--- src/rtl/logic_gate_prober_pkg.sv ---
// Shared types and truth-table constants for the logic gate prober.
// Optional feature macro: LOGIC_PROBE_STABLE_CHECK_EN (used by the interface and top).
package logic_probe_pkg;

    typedef enum logic [2:0] {
        GATE_AND     = 3'd0,
        GATE_OR      = 3'd1,
        GATE_NAND    = 3'd2,
        GATE_NOR     = 3'd3,
        GATE_XOR     = 3'd4,
        GATE_XNOR    = 3'd5,
        GATE_NOT_A   = 3'd6,
        GATE_UNKNOWN = 3'd7
    } gate_id_e;

    // Bit i holds y for input vector i = {a,b}
    localparam logic [3:0] TT_AND   = 4'b1000;
    localparam logic [3:0] TT_OR    = 4'b1110;
    localparam logic [3:0] TT_NAND  = 4'b0111;
    localparam logic [3:0] TT_NOR   = 4'b0001;
    localparam logic [3:0] TT_XOR   = 4'b0110;
    localparam logic [3:0] TT_XNOR  = 4'b1001;
    localparam logic [3:0] TT_NOT_A = 4'b0011;

    typedef enum logic [1:0] {
        IDLE     = 2'd0,
        WAIT     = 2'd1,
        CLASSIFY = 2'd2
    } state_e;

endpackage

--- src/rtl/logic_gate_prober_if.sv ---
// Probe/response and result bundle of the logic gate prober.
// With LOGIC_PROBE_STABLE_CHECK_EN defined the bundle also carries 'unstable'.
interface logic_gate_prober_if;

    logic       start;
    logic       probe_a;
    logic       probe_b;
    logic       dut_y;
    logic       busy;
    logic       done;
    logic [3:0] truth_table;
    logic [2:0] gate_id;
`ifdef LOGIC_PROBE_STABLE_CHECK_EN
    logic       unstable;

    modport master (
        output start, dut_y,
        input  probe_a, probe_b, busy, done, truth_table, gate_id, unstable
    );
    modport slave (
        input  start, dut_y,
        output probe_a, probe_b, busy, done, truth_table, gate_id, unstable
    );
`else
    modport master (
        output start, dut_y,
        input  probe_a, probe_b, busy, done, truth_table, gate_id
    );
    modport slave (
        input  start, dut_y,
        output probe_a, probe_b, busy, done, truth_table, gate_id
    );
`endif

endinterface

--- src/rtl/logic_gate_prober_classifier.sv ---
// Combinational classifier: maps a 4-bit truth table to a gate identifier.
module gate_classifier
    import logic_probe_pkg::*;
(
    input  logic [3:0] tt,
    output gate_id_e   gate_id
);

    always_comb begin
        gate_id = GATE_UNKNOWN;
        case (tt)
            TT_AND:   gate_id = GATE_AND;
            TT_OR:    gate_id = GATE_OR;
            TT_NAND:  gate_id = GATE_NAND;
            TT_NOR:   gate_id = GATE_NOR;
            TT_XOR:   gate_id = GATE_XOR;
            TT_XNOR:  gate_id = GATE_XNOR;
            TT_NOT_A: gate_id = GATE_NOT_A;
            default:  gate_id = GATE_UNKNOWN;
        endcase
    end

endmodule

--- src/rtl/logic_gate_prober.sv ---
// Drives a 2-input gate through all four vectors, samples y after a settle time, classifies it.
// Optional LOGIC_PROBE_STABLE_CHECK_EN adds an 'unstable' flag for y changing inside the settle window.
module logic_gate_prober
    import logic_probe_pkg::*;
#(
    parameter int unsigned SETTLE_CYCLES = 2
) (
    input  logic                 clk,
    input  logic                 rst_n,
    logic_gate_prober_if.slave   bus
);

    localparam int unsigned CNT_W = (SETTLE_CYCLES > 0) ? $clog2(SETTLE_CYCLES + 1) : 1;
    localparam logic [CNT_W-1:0] CNT_RELOAD = CNT_W'(SETTLE_CYCLES);

    state_e           state;
    logic [CNT_W-1:0] cnt;
    logic [1:0]       idx;
    logic [3:0]       shadow;
    gate_id_e         cls_id;
    logic             force_unknown;

    gate_classifier u_classifier (
        .tt      (shadow),
        .gate_id (cls_id)
    );

    assign bus.busy = (state == WAIT) || (state == CLASSIFY);

    always_ff @(posedge clk) begin
        if (!rst_n) begin
            state           <= IDLE;
            cnt             <= '0;
            idx             <= '0;
            shadow          <= '0;
            bus.probe_a     <= 1'b0;
            bus.probe_b     <= 1'b0;
            bus.done        <= 1'b0;
            bus.truth_table <= '0;
            bus.gate_id     <= GATE_UNKNOWN;
        end else begin
            bus.done <= 1'b0;
            case (state)
                IDLE: begin
                    if (bus.start) begin
                        idx                      <= '0;
                        {bus.probe_a, bus.probe_b} <= 2'b00;
                        cnt                      <= CNT_RELOAD;
                        state                    <= WAIT;
                    end
                end
                WAIT: begin
                    if (cnt != '0) begin
                        cnt <= cnt - 1'b1;
                    end else begin
                        // cnt==0 is the sample edge for the vector currently driven
                        shadow[idx] <= bus.dut_y;
                        if (idx == 2'd3) begin
                            state <= CLASSIFY;
                        end else begin
                            idx                        <= idx + 2'd1;
                            {bus.probe_a, bus.probe_b} <= idx + 2'd1;
                            cnt                        <= CNT_RELOAD;
                        end
                    end
                end
                CLASSIFY: begin
                    bus.truth_table <= shadow;
                    bus.gate_id     <= force_unknown ? GATE_UNKNOWN : cls_id;
                    bus.done        <= 1'b1;
                    state           <= IDLE;
                end
                default: state <= IDLE;
            endcase
        end
    end

`ifdef LOGIC_PROBE_STABLE_CHECK_EN
    logic y_early;
    logic run_flag;

    assign force_unknown = run_flag;

    always_ff @(posedge clk) begin
        if (!rst_n) begin
            y_early      <= 1'b0;
            run_flag     <= 1'b0;
            bus.unstable <= 1'b0;
        end else begin
            case (state)
                IDLE: begin
                    if (bus.start) begin
                        run_flag <= 1'b0;
                    end
                end
                WAIT: begin
                    if (cnt == CNT_W'(1)) begin
                        y_early <= bus.dut_y;
                    end
                    // With no settle cycles there is no earlier capture to compare against
                    if ((SETTLE_CYCLES > 0) && (cnt == '0) && (y_early != bus.dut_y)) begin
                        run_flag <= 1'b1;
                    end
                end
                CLASSIFY: bus.unstable <= run_flag;
                default: ;
            endcase
        end
    end
`else
    assign force_unknown = 1'b0;
`endif

endmodule

--- src/flat_wrapper.sv ---
// flat-port wrapper written by rule: the top's interface ports become plain ports
module logic_gate_prober_flat import logic_probe_pkg::*;
#(
    parameter int unsigned SETTLE_CYCLES = 2
)
  (clk, rst_n, bus_start, bus_dut_y, bus_probe_a, bus_probe_b, bus_busy, bus_done, bus_truth_table, bus_gate_id);
  logic_gate_prober_if bus_i ();
  input  logic clk;
  input  logic rst_n;
  input wire logic [$bits(bus_i.start)-1:0] bus_start;
  input wire logic [$bits(bus_i.dut_y)-1:0] bus_dut_y;
  output wire logic [$bits(bus_i.probe_a)-1:0] bus_probe_a;
  output wire logic [$bits(bus_i.probe_b)-1:0] bus_probe_b;
  output wire logic [$bits(bus_i.busy)-1:0] bus_busy;
  output wire logic [$bits(bus_i.done)-1:0] bus_done;
  output wire logic [$bits(bus_i.truth_table)-1:0] bus_truth_table;
  output wire logic [$bits(bus_i.gate_id)-1:0] bus_gate_id;
  assign bus_i.start = bus_start;
  assign bus_i.dut_y = bus_dut_y;
  assign bus_probe_a = bus_i.probe_a;
  assign bus_probe_b = bus_i.probe_b;
  assign bus_busy = bus_i.busy;
  assign bus_done = bus_i.done;
  assign bus_truth_table = bus_i.truth_table;
  assign bus_gate_id = bus_i.gate_id;
  logic_gate_prober #(.SETTLE_CYCLES(SETTLE_CYCLES)) u_core (.clk(clk), .rst_n(rst_n), .bus(bus_i));
endmodule
--- config.mk ---
export PLATFORM = sky130hd
export DESIGN_NAME = logic_gate_prober_flat
export DESIGN_NICKNAME = d
export VERILOG_FILES = /design/src/rtl/logic_gate_prober_pkg.sv /design/src/rtl/logic_gate_prober_if.sv /design/src/rtl/logic_gate_prober_classifier.sv /design/src/rtl/logic_gate_prober.sv /design/src/flat_wrapper.sv
export SDC_FILE = /design/constraint.sdc
export NUM_CORES = 1
export LEC_CHECK = 0
export BUFFER_PORTS_ARGS = -buffer_cell sky130_fd_sc_hd__buf_2
export CORE_UTILIZATION = 51
export CTS_BUF_LIST = sky130_fd_sc_hd__clkbuf_8
export DETAILED_ROUTE_END_ITERATION = 8
export PLACE_DENSITY = 0.8
export SLEW_MARGIN = 30
export SYNTH_ARGS = -nofsm -noshare
export SYNTH_HDL_FRONTEND = slang
export SYNTH_SLANG_ARGS = --single-unit
--- constraint.sdc ---
create_clock -name clk -period 1.3 [get_ports clk]
set_clock_uncertainty 0.2 [all_clocks]
set_input_delay 0.39 -clock clk [delete_from_list [all_inputs] [get_ports clk]]
set_output_delay 0.39 -clock clk [all_outputs]
set_load 0.005 [all_outputs]
==> flow_summary_export.csv, run 1 <==
group,metric,value,unit
power_and_ir_drop,max-vdd-ir-drop,967,uV
timing,fin_ws,-0.292,ns
grt,grt_pass1_vias,819,
min_path,min_path_type,"in -> reg",
placement,port_buffers,14,
cells_and_area,area_growth,54.9,%
cells_and_area,final_util,84.9,%
yosys,post_synth.cell_area_avg,9.37,sq um
placement,post-place-cells,148,
floorplanning,start_util,54.8,%
cells_and_area,num_antenna_cells,0,
outcome,violations,"setup timing",
drt,post-route-drc-count,0,
setup_path,rrSetupSlack,-0.23,ns
timing,fmax,628,MHz
setup_path,cp.arrival,1.00,ns
timing,slew_headroom,79.1,%
setup_path,worst_path_max_delay_cell,"dfxtp_2",
cells_and_area,drive_above_1_share,55.6,%
power_and_ir_drop,p_leak,0.000593,uW
setup_path,crit_type,"reg -> out",
job,drv_cap,0,
setup_path,worst_ep_required_time,0.71,ns
timing,post-route-period-util,122,%
setup_path,cp-start-kind,"flop",
grt,grt_pass1_wl,3640,microns
drt,first_pass_iters,4,
drt,vias,883,
grt,overflow,0,
floorplanning,die_x,45.1,microns
setup_path,cp_max_fo,2,
floorplanning,dieHeight,45.1,microns
setup_path,cpPeakStageDelay,0.36,ns
setup_path,path_buf_inv,2,
power_and_ir_drop,p_sw_share,32.8,%
timing,setup-violations-final,21,
placement,place_congestion,0.764,
cells_and_area,fill_cells,92,
timing,rsz0062_at_grt,"true",
yosys,syn_nets,115,
power_and_ir_drop,internal_power,1230,uW
yosys,netlist_instances,101,
yosys,synth_top_area_cell,"dfxtp_1",
floorplanning,ios,15,
yosys,ys_seq_area_share,38.1,%
clock_tree,cts_inserted_buffers,3,
grt,grt_use_total,25.3,%
setup_path,r2r-start,"u_core.state[1]",
setup_path,cp-startpoint,"u_core.state[1]",
drt,detail_route.wl_per_cell,16.9,microns
floorplanning,core,0.00173,sq mm
setup_path,path_cells,"inv_4, ha_4, buf_6",
min_path,hp-start,"rst_n",
setup_path,cp_top_family,"flip-flops",
yosys,ys_seq_elements,18,
power_and_ir_drop,power.switching,602,uW
timing,hold_viol_final,0,
yosys,yosysUniqueCellTypes,27,
yosys,syn_area,946,sq um
grt,antenna_found_initial,0,
clock_tree,cts_tree,"done",
clock_tree,ctsHtreeMaxLevel,1,
outcome,run_status,"finished, violations left",
power_and_ir_drop,pwr-share-clk,20.5,%
power_and_ir_drop,pwr-share-seq,34.6,%
placement,place_hpwl,1360,microns
clock_tree,clkTransAtPathRegs,0.06,ns
yosys,synth_top_area_share,38.1,%
floorplanning,dieArea,0.00203,sq mm
power_and_ir_drop,power_frac_comb,44.9,%
yosys,synth_warnings,0,
clock_tree,clk_latency,0.25,ns
min_path,worstHoldPathCells,2,
timing,drv_slew,0,
grt,grt_max_degree,21,
clock_tree,cts.sinks,18,
cells_and_area,final_cells,158,
setup_path,cp-end-kind,"output pin",
min_path,hold_end,"u_core.bus.done",
power_and_ir_drop,power_density,1250,mW/mm^2
drt,ant_nets,0,
drt,viasPerCell,5.59,
drt,drtIter0Drc,26,
setup_path,timing.rr.end,"u_core.shadow[2]",
drt,drt_wl_total,2670,microns
setup_path,ff2ff_path_depth,7,
clock_tree,clockBufferDepth,2,
cells_and_area,nets,149,
floorplanning,placement_rows,15,
clock_tree,clock-root-buffer,"clkbuf_8",
yosys,yosys-top-cells-area,"dfxtp_1 (38%), ha_1 (13%), mux2i_1 (13%)",
clock_tree,ctsHoldBuffers,0,
timing,period_needed,1.59,ns
timing,worstMarginPinSlew,0.314,ns
[metal layers]
metal  up-vias  share of wire, %  routed length [microns]  track usage, %
met5         -                 0                        0               0
met4         0               4.5                      119            7.27
met3        14               4.2                      113            6.40
met2        35                52                     1380            47.5
met1       427                40                     1060            27.5
li1        407                 -                        -               -
[synthesized netlist by cell type (all sizes together)]
library cell,number
o21ai,5
o221ai,2
nor3,1
nor2b,9
ha,10
nand3,5
xor2,1
a21oi,2
mux2i,12
nand2b,2
nor2,3
nand2,6
clkbuf,3
a32oi,1
xnor2,1
and2,1
nand4,2
a21boi,1
a31oi,1
and3,2
inv,9
o41ai,1
buf,3
dfxtp,18
[placed cells by master, fill, tap and decap left out, types with 3 or more instances in the layout]
| master | n |
|---|---|
| buf_4 | 12 |
| buf_2 | 11 |
| buf_6 | 11 |
| mux2i_1 | 10 |
| nor2b_1 | 8 |
| dfxtp_1 | 8 |
| dfxtp_2 | 8 |
| inv_1 | 5 |
| nand2_1 | 5 |
| ha_1 | 5 |
| ha_4 | 4 |
| clkbuf_8 | 3 |
[final cells by class]
class / instances / area [sq um] / share of cell area (%)
repair buffers: 35 / 289 / 19.7
inverters: 9 / 38.8 / 2.65
clock buffers: 3 / 41.3 / 2.82
flip-flops and latches: 18 / 378 / 25.8
well taps: 25 / 31.3 / 2.13
multi-input cells: 68 / 687 / 46.9
[how the worst max path moves through the flow]
stage | end | depth (start not counted)
2_1_floorplan | u_core.shadow[0] | 6
4_1_cts | bus_busy | 3
3_3_place_gp | u_core.state[0] | 5
6_report | bus_busy | 3
5_1_grt | bus_busy | 3
3_5_place_dp | u_core.state[0] | 5
[cell families after synthesis]
family	synth area share, %
mux	12.7
fa+ha+maj	13.2
buf+inv	7.14
xor+xnor	1.85
compound gates	9.66
simple gates	17.3
flops	38.1
[repair_timing]
action,CTS,global route
gates resized for setup,25,27
endpoints found under the setup margin,19,26
pin swaps,6,7
buffers inserted,3,5
[stage by stage]
step                      cell area (sq um)  total power [uW]  setup TNS (ns)  worst slack [ns]  hold WS [ns]
after floorplan                        1000               989          -0.149           -0.0287         0.252
after global placement                 1190              1120          -0.546           -0.0764         0.265
after detailed placement               1190              1140           -1.07            -0.128         0.282
after CTS                              1360              1700           -1.94            -0.267         0.228
after global routing                   1470              1910           -3.16            -0.307         0.235
final                                  1470              1840           -2.51            -0.292         0.231
[power by group through the flow]
stage | combinational [uW] | clock (uW) | sequential, uW
global placement | 482 | 0 | 636
finish | 824 | 377 | 636
floorplan | 357 | 0 | 632
global route | 864 | 403 | 640
detailed placement | 497 | 0 | 640
CTS | 695 | 385 | 625
[registers in the layout, indices dropped and copies added, names as in the netlist]
signal	count
u_core.bus.probe_b	1
u_core.shadow	4
u_core.state	2
u_core.idx	1
u_core.bus.done	1
u_core.bus.truth_table	4
u_core.cnt	2
u_core.bus.gate_id	3
Note: power is estimated with default switching activity, not from simulation.
==> inputs of run 2 (changes only) <==
ABC_AREA = 1   (was not set)
CORE_UTILIZATION = 52   (was 51)
PLACE_DENSITY = 0.77   (was 0.8)
==> flow_summary_export.csv, run 2 <==
group,metric,value,unit
timing,hold_viol_final,0,
drt,viasPerCell,5.37,
floorplanning,dieArea,0.00210,sq mm
power_and_ir_drop,finalPower,1770,uW
timing,fmax,623,MHz
drt,drtIter0Drc,36,
floorplanning,placement_rows,15,
clock_tree,ctsHtreeMaxLevel,1,
clock_tree,cts_inserted_buffers,3,
drt,wl_met2,1680,microns
min_path,min_path_type,"in -> reg",
clock_tree,clk_latency,0.25,ns
drt,routed.top_layer,"met4",
yosys,synth_top_area_cell,"dfxtp_1",
yosys,ys_async_sr_fraction,0,%
timing,post-route-period-util,124,%
timing,rsz0062_at_grt,"true",
yosys,synth-main-ff-cell,"dfxtp_1",
drt,ant_nets,0,
setup_path,cp_max_fo,6,
clock_tree,clock-root-buffer,"clkbuf_8",
cells_and_area,final_cell_mix,"nand2_1 (17), buf_4 (17), nand2_2 (12), a21oi_1 (12)",
floorplanning,start_util,56.6,%
grt,grt_pass1_wl,3820,microns
placement,place_hpwl,1650,microns
outcome,run_status,"finished, violations left",
yosys,yosys-top-cells-area,"dfxtp_1 (36%), ha_1 (13%), nand2_1 (11%)",
timing,whs,0.236,ns
cells_and_area,area_growth,55.3,%
floorplanning,die_x,45.8,microns
job,drv_cap,0,
floorplanning,core,0.00176,sq mm
cells_and_area,final_util,87.9,%
clock_tree,clkTransAtPathRegs,0.07,ns
grt,grt_max_degree,11,
cells_and_area,drive_above_1_share,64.1,%
timing,slew_headroom,81.8,%
setup_path,rrSetupSlack,-0.31,ns
min_path,hp-start,"rst_n",
drt,vias,1048,
setup_path,cp_top_family,"simple AND/OR/NAND/NOR gates",
drt,detail_route.wl_per_cell,16.2,microns
yosys,syn_area,998,sq um
setup_path,cp-start-kind,"flop",
setup_path,path_buf_inv,2,
setup_path,crit_type,"reg -> reg",
setup_path,path_cells,"inv_4, buf_6, ha_4, nand2_4, nor2_4, nor2_4, nand3_1, a21oi_2",
clock_tree,clockBufferDepth,2,
placement,place_congestion,0.727,
drt,post-route-drc-count,0,
floorplanning,ios,15,
yosys,synthTopCellsByCount,"nand2_1 (29), dfxtp_1 (18), a21oi_1 (15), inv_1 (14), ha_1 (10)",
grt,grt_use_total,25.2,%
cells_and_area,num_antenna_cells,0,
setup_path,timing.rr.end,"u_core.cnt[0]",
yosys,synth_top_area_share,36.1,%
yosys,synth_warnings,0,
timing,fin_ws,-0.306,ns
clock_tree,cts.sinks,18,
yosys,post_synth.cell_area_avg,7.56,sq um
timing,period_needed,1.61,ns
grt,grt_pass1_vias,946,
floorplanning,dieHeight,45.8,microns
drt,wl_met3,199,microns
min_path,hold_end,"u_core.bus.truth_table[3]",
yosys,yosysUniqueCellTypes,20,
power_and_ir_drop,power_density,1140,mW/mm^2
clock_tree,ctsHoldBuffers,0,
drt,drt_wl_total,3160,microns
power_and_ir_drop,max-vdd-ir-drop,839,uV
drt,first_pass_iters,7,
yosys,yosysMostFrequentCell,"nand2_1",
yosys,ys_seq_elements,18,
grt,antenna_found_initial,0,
timing,setup-violations-final,15,
placement,port_buffers,14,
setup_path,worst_path_max_delay_cell,"dfxtp_4",
power_and_ir_drop,p_leak,0.000672,uW
clock_tree,cts_tree,"done",
setup_path,cp-end-kind,"flop",
grt,overflow,0,
setup_path,cp.arrival,1.58,ns
yosys,syn_nets,146,
cells_and_area,nets,185,
outcome,violations,"setup timing",
setup_path,critPathMostFrequentCell,"nor2_4",
setup_path,worst_ep_required_time,1.28,ns
yosys,ys_seq_area_share,36.1,%
min_path,worstHoldPathCells,3,
timing,drv_slew,0,
setup_path,r2r-start,"u_core.state[1]",
yosys,synth_edf_count,0,
timing,worstMarginPinSlew,0.273,ns
setup_path,cpPeakStageDelay,0.37,ns
setup_path,ff2ff_path_depth,8,
drt,wl_met1,1190,microns
placement,preCtsSetupSlack,-0.164,ns
yosys,netlist_instances,132,
cells_and_area,top_regs,"u_core.bus.truth_table x4, u_core.shadow x4, u_core.bus.gate_id x3",
[run 2: kinds of logic (layout without fill, tap and decap cells)]
family	Yosys count	in the layout	share of synthesized area, %
DFF	18	18	36.1
adders and majority gates	10	10	12.5
and+or+nand+nor	51	51	24.6
AOI/OAI and AO/OA	30	30	16.5
buffers and inverters	23	61	10.3
[run 2: metrics by stage]
stage	instance area, sq um	instances	TNS, ns
final	1550	195	-2.53
after global placement	1210	179	-0.552
after CTS	1400	190	-1.89
after detailed placement	1210	179	-1.04
after floorplan	1050	132	-0.167
after global routing	1550	195	-3.24
[run 2: area by class of cell]
class                   instances  area [sq um]
well taps                      25          31.3
flip-flops and latches         18           384
multi-input cells              91           697
fillers                       101           214
inverters                      20          82.6
clock buffers                   4          55.1
repair buffers                 37           300
[run 2: worst register-to-register path, cell delays in order, from the launching register on]
cell and delay, ns:
dfxtp_4 0.37, inv_4 0.05, buf_6 0.11, ha_4 0.20
nand2_4 0.11, nor2_4 0.06, nor2_4 0.12, nand3_1 0.14
a21oi_2 0.19
[run 2: how the worst max path moves through the flow]
stage	start	endpoint	cells after the start
2_1_floorplan	u_core.state[1]	u_core.cnt[0]	9
3_3_place_gp	u_core.state[0]	u_core.idx[1]	8
3_5_place_dp	u_core.state[0]	u_core.idx[1]	8
4_1_cts	u_core.state[1]	bus_busy	3
5_1_grt	u_core.state[1]	u_core.cnt[0]	9
6_report	u_core.state[1]	u_core.cnt[0]	8
[run 2: power by group]
part	switching, uW	internal [uW]	total [uW]
clock network	188	269	456
logic	362	321	683
registers	43.4	591	634
[run 2: layer usage]
| metal | up-vias | GRT usage (%) |
|---|---|---|
| li1 | 491 | - |
| met1 | 497 | 28.8 |
| met2 | 48 | 47.1 |
| met3 | 12 | 3.17 |
| met4 | 0 | 8.82 |
| met5 | - | 0 |
[run 2: timing repair]
action,4_1_cts,5_1_grt
setup buffers,7,6
gates resized for setup,31,36
setup endpoints to repair,18,27
pin swaps,13,13
gates cloned,0,0
